[src/rtl/fp_round_pack.sv]
// IEEE-754 binary32 rounding/packing stage behind the FP add/sub normalizer.
// Stage 1 decides the rounding increment; stage 2 renormalizes, saturates and packs with fflags.
module fp_round_pack #(
    parameter logic [31:0] CANON_NAN   = 32'h7FC00000,
    parameter int          PIPE_STAGES = 2
) (
    input  logic        clk,
    input  logic        rst,
    input  logic        flush,
    input  logic        in_valid,
    output logic        in_ready,
    input  logic        in_sign,
    input  logic [7:0]  in_exp,
    input  logic [22:0] in_mant,
    input  logic [2:0]  in_grs,
    input  logic        in_underflow,
    input  logic        in_special,
    input  logic [31:0] in_special_val,
    input  logic        in_special_nv,
    input  logic [2:0]  in_rm,
    output logic        out_valid,
    input  logic        out_ready,
    output logic [31:0] out_result,
    output logic [4:0]  out_fflags
);

    localparam logic [2:0] RM_RNE = 3'b000;
    localparam logic [2:0] RM_RTZ = 3'b001;
    localparam logic [2:0] RM_RDN = 3'b010;
    localparam logic [2:0] RM_RUP = 3'b011;
    localparam logic [2:0] RM_RMM = 3'b100;

    generate
        if (PIPE_STAGES != 2) begin : g_bad_pipe_stages
            $error("fp_round_pack supports only PIPE_STAGES = 2");
        end
    endgenerate

    logic        adv1;
    logic        in_fire;
    logic        inc_d;
    logic [23:0] sum_d;
    logic        tiny_d;

    logic        s1_valid_q;
    logic        s1_sign_q;
    logic [7:0]  s1_exp_q;
    logic [23:0] s1_sum_q;
    logic        s1_inexact_q;
    logic        s1_tiny_q;
    logic [2:0]  s1_rm_q;
    logic        s1_special_q;
    logic [31:0] s1_special_val_q;
    logic        s1_special_nv_q;

    logic [7:0]  exp_r;
    logic        ovf;
    logic        rm_invalid;
    logic [31:0] s2_result_d;
    logic [4:0]  s2_fflags_d;
    logic        s2_valid_q;
    logic [31:0] s2_result_q;
    logic [4:0]  s2_fflags_q;

    assign adv1      = ~s2_valid_q | out_ready;
    assign in_ready  = ~s1_valid_q | adv1;
    assign in_fire   = in_valid & in_ready & ~flush;
    assign out_valid = s2_valid_q;
    assign out_result = s2_result_q;
    assign out_fflags = s2_fflags_q;

    // NOTE: every always_comb output gets a default first so no path can infer a latch.
    always_comb begin
        inc_d = 1'b0;
        unique case (in_rm)
            RM_RNE:  inc_d = in_grs[2] & (in_grs[1] | in_grs[0] | in_mant[0]);
            RM_RDN:  inc_d = in_sign & (|in_grs);
            RM_RUP:  inc_d = ~in_sign & (|in_grs);
            RM_RMM:  inc_d = in_grs[2];
            default: inc_d = 1'b0;
        endcase
    end

    assign sum_d  = {1'b0, in_mant} + {23'd0, inc_d};
    assign tiny_d = ((in_exp == 8'd0) && ((in_mant != 23'd0) || (|in_grs))) || in_underflow;

    // NOTE: datapath registers are reset as well, so outputs read zero right after reset.
    always_ff @(posedge clk or posedge rst) begin
        if (rst) begin
            s1_valid_q       <= 1'b0;
            s1_sign_q        <= 1'b0;
            s1_exp_q         <= 8'd0;
            s1_sum_q         <= 24'd0;
            s1_inexact_q     <= 1'b0;
            s1_tiny_q        <= 1'b0;
            s1_rm_q          <= 3'd0;
            s1_special_q     <= 1'b0;
            s1_special_val_q <= 32'd0;
            s1_special_nv_q  <= 1'b0;
        end else begin
            if (flush) begin
                s1_valid_q <= 1'b0;
            end else if (in_ready) begin
                s1_valid_q <= in_valid;
            end
            if (in_fire) begin
                s1_sign_q        <= in_sign;
                s1_exp_q         <= in_exp;
                s1_sum_q         <= sum_d;
                s1_inexact_q     <= |in_grs;
                s1_tiny_q        <= tiny_d;
                s1_rm_q          <= in_rm;
                s1_special_q     <= in_special;
                s1_special_val_q <= in_special_val;
                s1_special_nv_q  <= in_special_nv;
            end
        end
    end

    // A carry out of the significand leaves sum[22:0] zero, so only the exponent needs bumping.
    assign exp_r      = s1_sum_q[23] ? (s1_exp_q + 8'd1) : s1_exp_q;
    assign ovf        = (s1_exp_q == 8'hFF) || (exp_r == 8'hFF);
    assign rm_invalid = (s1_rm_q > RM_RMM);

    always_comb begin
        s2_result_d = {s1_sign_q, exp_r, s1_sum_q[22:0]};
        s2_fflags_d = {3'b000, s1_tiny_q & s1_inexact_q, s1_inexact_q};
        if (s1_special_q) begin
            s2_result_d = s1_special_val_q;
            s2_fflags_d = {s1_special_nv_q, 4'b0000};
        end else if (rm_invalid) begin
            s2_result_d = CANON_NAN;
            s2_fflags_d = 5'b10000;
        end else if (ovf) begin
            s2_fflags_d = 5'b00101;
            unique case (s1_rm_q)
                RM_RTZ:  s2_result_d = {s1_sign_q, 31'h7F7FFFFF};
                RM_RDN:  s2_result_d = s1_sign_q ? 32'hFF800000 : 32'h7F7FFFFF;
                RM_RUP:  s2_result_d = s1_sign_q ? 32'hFF7FFFFF : 32'h7F800000;
                default: s2_result_d = {s1_sign_q, 31'h7F800000};
            endcase
        end
    end

    always_ff @(posedge clk or posedge rst) begin
        if (rst) begin
            s2_valid_q  <= 1'b0;
            s2_result_q <= 32'd0;
            s2_fflags_q <= 5'd0;
        end else begin
            if (flush) begin
                s2_valid_q <= 1'b0;
            end else if (adv1) begin
                s2_valid_q <= s1_valid_q;
            end
            if (adv1 && s1_valid_q && !flush) begin
                s2_result_q <= s2_result_d;
                s2_fflags_q <= s2_fflags_d;
            end
        end
    end

endmodule
[config.mk]
export PLATFORM = sky130hd
export DESIGN_NAME = fp_round_pack
export DESIGN_NICKNAME = d
export VERILOG_FILES = /design/src/rtl/fp_round_pack.sv
export SDC_FILE = /design/constraint.sdc
export NUM_CORES = 1
export LEC_CHECK = 0
export BUFFER_PORTS_ARGS = -buffer_cell sky130_fd_sc_hd__buf_4
export CORE_ASPECT_RATIO = 1.75
export CORE_MARGIN = 10
export CORE_UTILIZATION = 27
export CTS_CLUSTER_SIZE = 24
export DETAILED_ROUTE_END_ITERATION = 16
export SYNTH_ARGS = -nofsm -noshare
export SYNTH_HDL_FRONTEND = slang
export SYNTH_SLANG_ARGS = --single-unit
export TNS_END_PERCENT = 50
[constraint.sdc]
create_clock -name clk -period 3.8 [get_ports clk]
set_input_delay 0.57 -clock clk [delete_from_list [all_inputs] [get_ports clk]]
set_output_delay 0.57 -clock clk [all_outputs]
set_load 0.05 [all_outputs]
# Word-level counts from Yosys, hierarchy flattened
# Cells that the tools add are included.
# op_classes
eq_ne,8
bitwise,14
order_cmp,1
add_sub_neg,2
n_reduce_logical,13
muxes,15
# ops
cell,n
two-way mux 32 bit,5
case mux 32 bit (3 select lines),1
adder 23 x 1 -> 24 bit,1
nonzero test 23 bit,1
== test 8 bit (second input constant),2
== test 3 x 2 -> 1 bit (second input constant),4
two-way mux 5 bit,2
adder 8 x 1 -> 8 bit (second input constant),1
zero test 8 bit,1
two-way mux 8 bit,1
bitwise AND 1 bit,6
two-way mux 1 bit,4
NOT 1 bit,4
bitwise OR 1 bit,4
case mux 1 bit (4 select lines),1
nonzero test 2 bit,2
== test 3 x 1 -> 1 bit (second input constant),1
== test 3 bit (second input constant),1
> comparator 3 bit (second input constant),1
logical AND 1 bit,3
zero test 3 bit,1
logical OR 1 bit,3
two-way mux 3 bit,1
OR reduction 3 bit,1
zero test 1 bit,1
# totals
inputBits,78
wordCells,66
register_bits,111

# Longest topological paths before layout
# logic_depth
depth_word,7
mapped_depth,11

# Worst setup path after synthesis
# Ideal clock, no wire load.
# synth_timing
kind,register to register
from,"register s2_valid_q, in the netlist out_valid"
to,register s1_special_val_q[24]
n_path_buf,2
arrival_time_ps,2498
stages_incl_launch_ff,7
slack_ps,1177
cell_sequence,dfrtp_1 -> nor2b_1 -> nand2_1 -> nand3b_1 -> clkbuf_1 -> clkbuf_1 -> mux2_2
# synth_via
elab_chain_cells,5
# synth_rtl
item,line_no,rtl
from (decl),61,logic s2_valid_q;
from (signal assigned),154,s2_valid_q <= s1_valid_q;
NOT 1 bit,65,assign adv1 = ~s2_valid_q | out_ready;
bitwise OR 1 bit,65,
bitwise OR 1 bit,66,assign in_ready = ~s1_valid_q | adv1;
named net in_ready,11,"output logic in_ready,"
bitwise AND 1 bit (2 in a row),67,assign in_fire = in_valid & in_ready & ~flush;
to (signal assigned),114,s1_special_val_q <= in_special_val;
to (decl),53,logic [31:0] s1_special_val_q;
# The timed path passes the listed nets, and every way through them passes these cells.
# A chain may end at the register's enable or synchronous reset.

# Final worst setup path
# layout_timing
from,register s1_exp_q[0]
to,"register s2_result_q[23], in the netlist out_result[23]"
# layout_via
elab_chain_cells,7
elab_cells_between_ends,8
classes_between,add/sub (1); eq/ne (2); mux (4); reduce/logical (1)
# layout_rtl
item,line_no,rtl
from (decl),47,logic [7:0] s1_exp_q;
from (signal assigned),108,s1_exp_q <= in_exp;
adder 8 x 1 -> 8 bit,121,assign exp_r = s1_sum_q[23] ? (s1_exp_q + 8'd1) : s1_exp_q;
two-way mux 8 bit,121,
== test 8 bit,122,assign ovf = (s1_exp_q == 8'hFF) || (exp_r == 8'hFF);
logical OR 1 bit,122,
two-way mux 32 bit (*),134,end else if (ovf) begin
two-way mux 32 bit (*),131,end else if (rm_invalid) begin
two-way mux 32 bit (*),128,if (s1_special_q) begin
to (signal assigned),157,s2_result_q <= s2_result_d;
to (decl),62,logic [31:0] s2_result_q;
# Mark *: on every way between the ends. The rest lies on a longest branch, timed or not.

==> reports/qor.yml <==
synth_fp_nets: 588
dp_hpwl_um: 12100
startpoint_type: "register"
setup_viol: 0
cp_data_required_time_ns: 4.08
grt_pass1_wl_um: 24300
wl_um: 15800
vias_per_cell: 4.76
totalPowerFinal_mw: 3.59
syn-cell-area_mm2: 0.00535
drive_gt1_share_pct: 35.0
yosysWarnings: 0
finClkSkew_ns: 0.00872
rsz0062_at_grt: "false"
stdcell_count: 860
coreArea_mm2: 0.0197
drcViolationCount: 0
tightestPinTransition_ns: 1.01
synth_edf_count: 0
drt_iter0_markers: 252
firstDrtPassIters: 4
synth_top_flop_cell: "dfrtp_1"
seqCellArea_mm2: 0.00275
hold_violations: 0
vias: 4097
post-route-period-util_pct: 69.4
cts_tree: "built"
leakage_nw: 3.00
mostFrequentLayoutCell: "buf_4"
crit_type: "reg -> reg"
layout_common_cells: "buf_4 (119), dfrtp_1 (110), nand2_1 (48), mux2_2 (48), nor2_1 (40)"
crit_fanout: 23
vdd_drop_max_mv: 0.226
outcome: "finished clean"
io_buffer_count: 115
h-tree-depth: 3
post-place-cells: 843
cp.arrival_ns: 2.92
cts_buffer_depth: 2
powerDensity_mw_per_mm2: 533
synthToLayoutAreaGrowth_pct: 25.9
clock-sinks: 110
ys_seq_elements: 110
grt_max_degree: 69
track_usage_pct: 11.9
syn_avg_cell_area_um2: 10.6
die-area_mm2: 0.0261
slew_violations: 0
dpl_cell_area_mm2: 0.00644
final_design_area_no_fill_mm2: 0.00674
insertion_delay_ns: 0.35
antenna_found_initial: 1
row_count: 68
post_cts_buffers: 0
path_cells: "ha_1 > nand4_2 > mux2i_1 > o21a_2 > or4_4 > o211ai_4 > a2bb2oi_1"
gr-total-overflow: 0
max_freq_ghz: 0.379
ctsHoldBuffers: 0
cts_resized: 0
maxSlewHeadroom_pct: 32.4
first_global_vias: 4502
wl_met3_um: 714
n_fill_cell: 2030
fp.dieW_um: 126
wl_met2_um: 8610
fin_crit_ns: 2.64
hp-class: "in -> async"
post_drt_wl_per_cell_um: 18.4
wl_met1_um: 5650
slowest_stage: "or4_4"
cp-end-kind: "register"
worstRegToRegCells: 7
async_reset_ff_share_pct: 100
pin_count: 117
seq_area_frac_synth_pct: 51.4
nNetsFinal: 691
root_buffer: "clkbuf_16"
critPathMaxStageDelay_ns: 0.55
routed.top_layer: "met4"
ant_nets: 0
cts_buffers: 9
start_util_pct: 27.2
routabilityCongestion: 0.877
multi_input_area_mm2: 0.00242
die_h_um: 206
final.setup.tns_ns: 0
yosysUniqueCellTypes: 47
syn_inst: 506
cap_violations: 0
cts.clk_slew.worst_paths_ns: 0.08
[power breakdown]
group | switching (mW) | total, mW | internal [mW]
Combinational | 0.690 | 1.08 | 0.390
Sequential | 0.163 | 1.55 | 1.38
Clock | 0.455 | 0.968 | 0.513
[logic make-up (layout without fill, tap and decap cells)]
logic type	Yosys count	in the layout	synth area share, %
other	1	2	0.0701
buffers and inverters	35	143	3.48
muxes	51	51	10.7
AOI/OAI and AO/OA	104	104	12.2
adders and majority gates	4	4	0.935
xor gates and xnor gates	30	30	4.91
and+or+nand+nor	171	171	16.3
DFF	110	110	51.4
[metrics by stage]
| stage | hold slack [ns] | setup WS, ns | utilization, % |
|---|---|---|---|
| 2_1_floorplan | 0.449 | 0.328 | - |
| 3_3_place_gp | 0.461 | 0.995 | 32.7 |
| 3_5_place_dp | 0.469 | 0.942 | 32.7 |
| 4_1_cts | 0.385 | 1.12 | 34.3 |
| 5_1_grt | 0.386 | 0.943 | 34.3 |
| 6_report | 0.360 | 1.16 | 34.3 |
[Yosys cell counts (3+ instances only)]
master	count	area, µm²
xnor2_1	14	123
nand3_1	15	75.1
o21ai_0	38	190
or3_1	3	18.8
xor2_1	16	140
mux2_2	48	541
a21oi_1	28	140
inv_1	6	22.5
mux2i_1	3	30.0
nand3b_1	3	22.5
o22ai_1	5	31.3
nor2b_1	3	18.8
nor4_1	10	62.6
nor3_1	7	35.0
nand4_1	4	25.0
ha_1	4	50.1
nand2_1	48	180
and4_1	3	26.3
nor2_1	40	150
dfrtp_1	110	2750
buf_1	3	11.3
nor3b_1	3	22.5
and3_1	24	150
clkbuf_1	20	75.1
o21ai_2	21	184
[layer usage]
metal,GRT usage (%),up-vias
li1,-,1986
met1,11.3,1980
met2,21.9,96
met3,2.72,35
met4,8.12,0
met5,0,-
[cell type report]
| cell class | count | share of cell area, % |
|---|---|---|
| Clock buffer | 9 | 3.34 |
| Clock inverter | 7 | 1.08 |
| Sequential cell | 110 | 40.9 |
| Inverter | 6 | 0.371 |
| Timing Repair Buffer | 121 | 13.9 |
| Antenna cell | 1 | 0.0371 |
| Multi-Input combinational cell | 361 | 35.9 |
| Tap cell | 245 | 4.55 |
[path summary, 6_finish.rpt]
| path | startpoint | to | slack [ns] |
|---|---|---|---|
| worst max-delay path | s1_exp_q[0] | out_result[23] | 1.16 |
| worst min-delay path | rst | out_valid | 0.36 |
| worst max register to register | s1_exp_q[0] | out_result[23] | 1.16 |
| worst min register to register | s1_sum_q[12] | s1_sum_q[12] | 0.48 |
| max in group asynchronous | rst | s1_sum_q[14] | 2.65 |
| min in group clk | flush | out_valid | 0.40 |
[worst max-delay path: cells and delay by family (launching register included)]
family	cells	cell delay, ns
AO/OA/AOI/OAI	3	0.90
adder cells (fa/ha/maj)	1	0.30
flip-flops	1	0.47
multiplexers	1	0.16
AND/OR/NAND/NOR	2	0.73
[state kept, by name (all words and copies together) (netlist names), 3 cells and up]
register          flops
s1_sum_q             24
s1_exp_q              8
out_fflags            4
s1_rm_q               3
s1_special_val_q     32
out_result           32
Note: power is estimated with default switching activity, not from simulation.
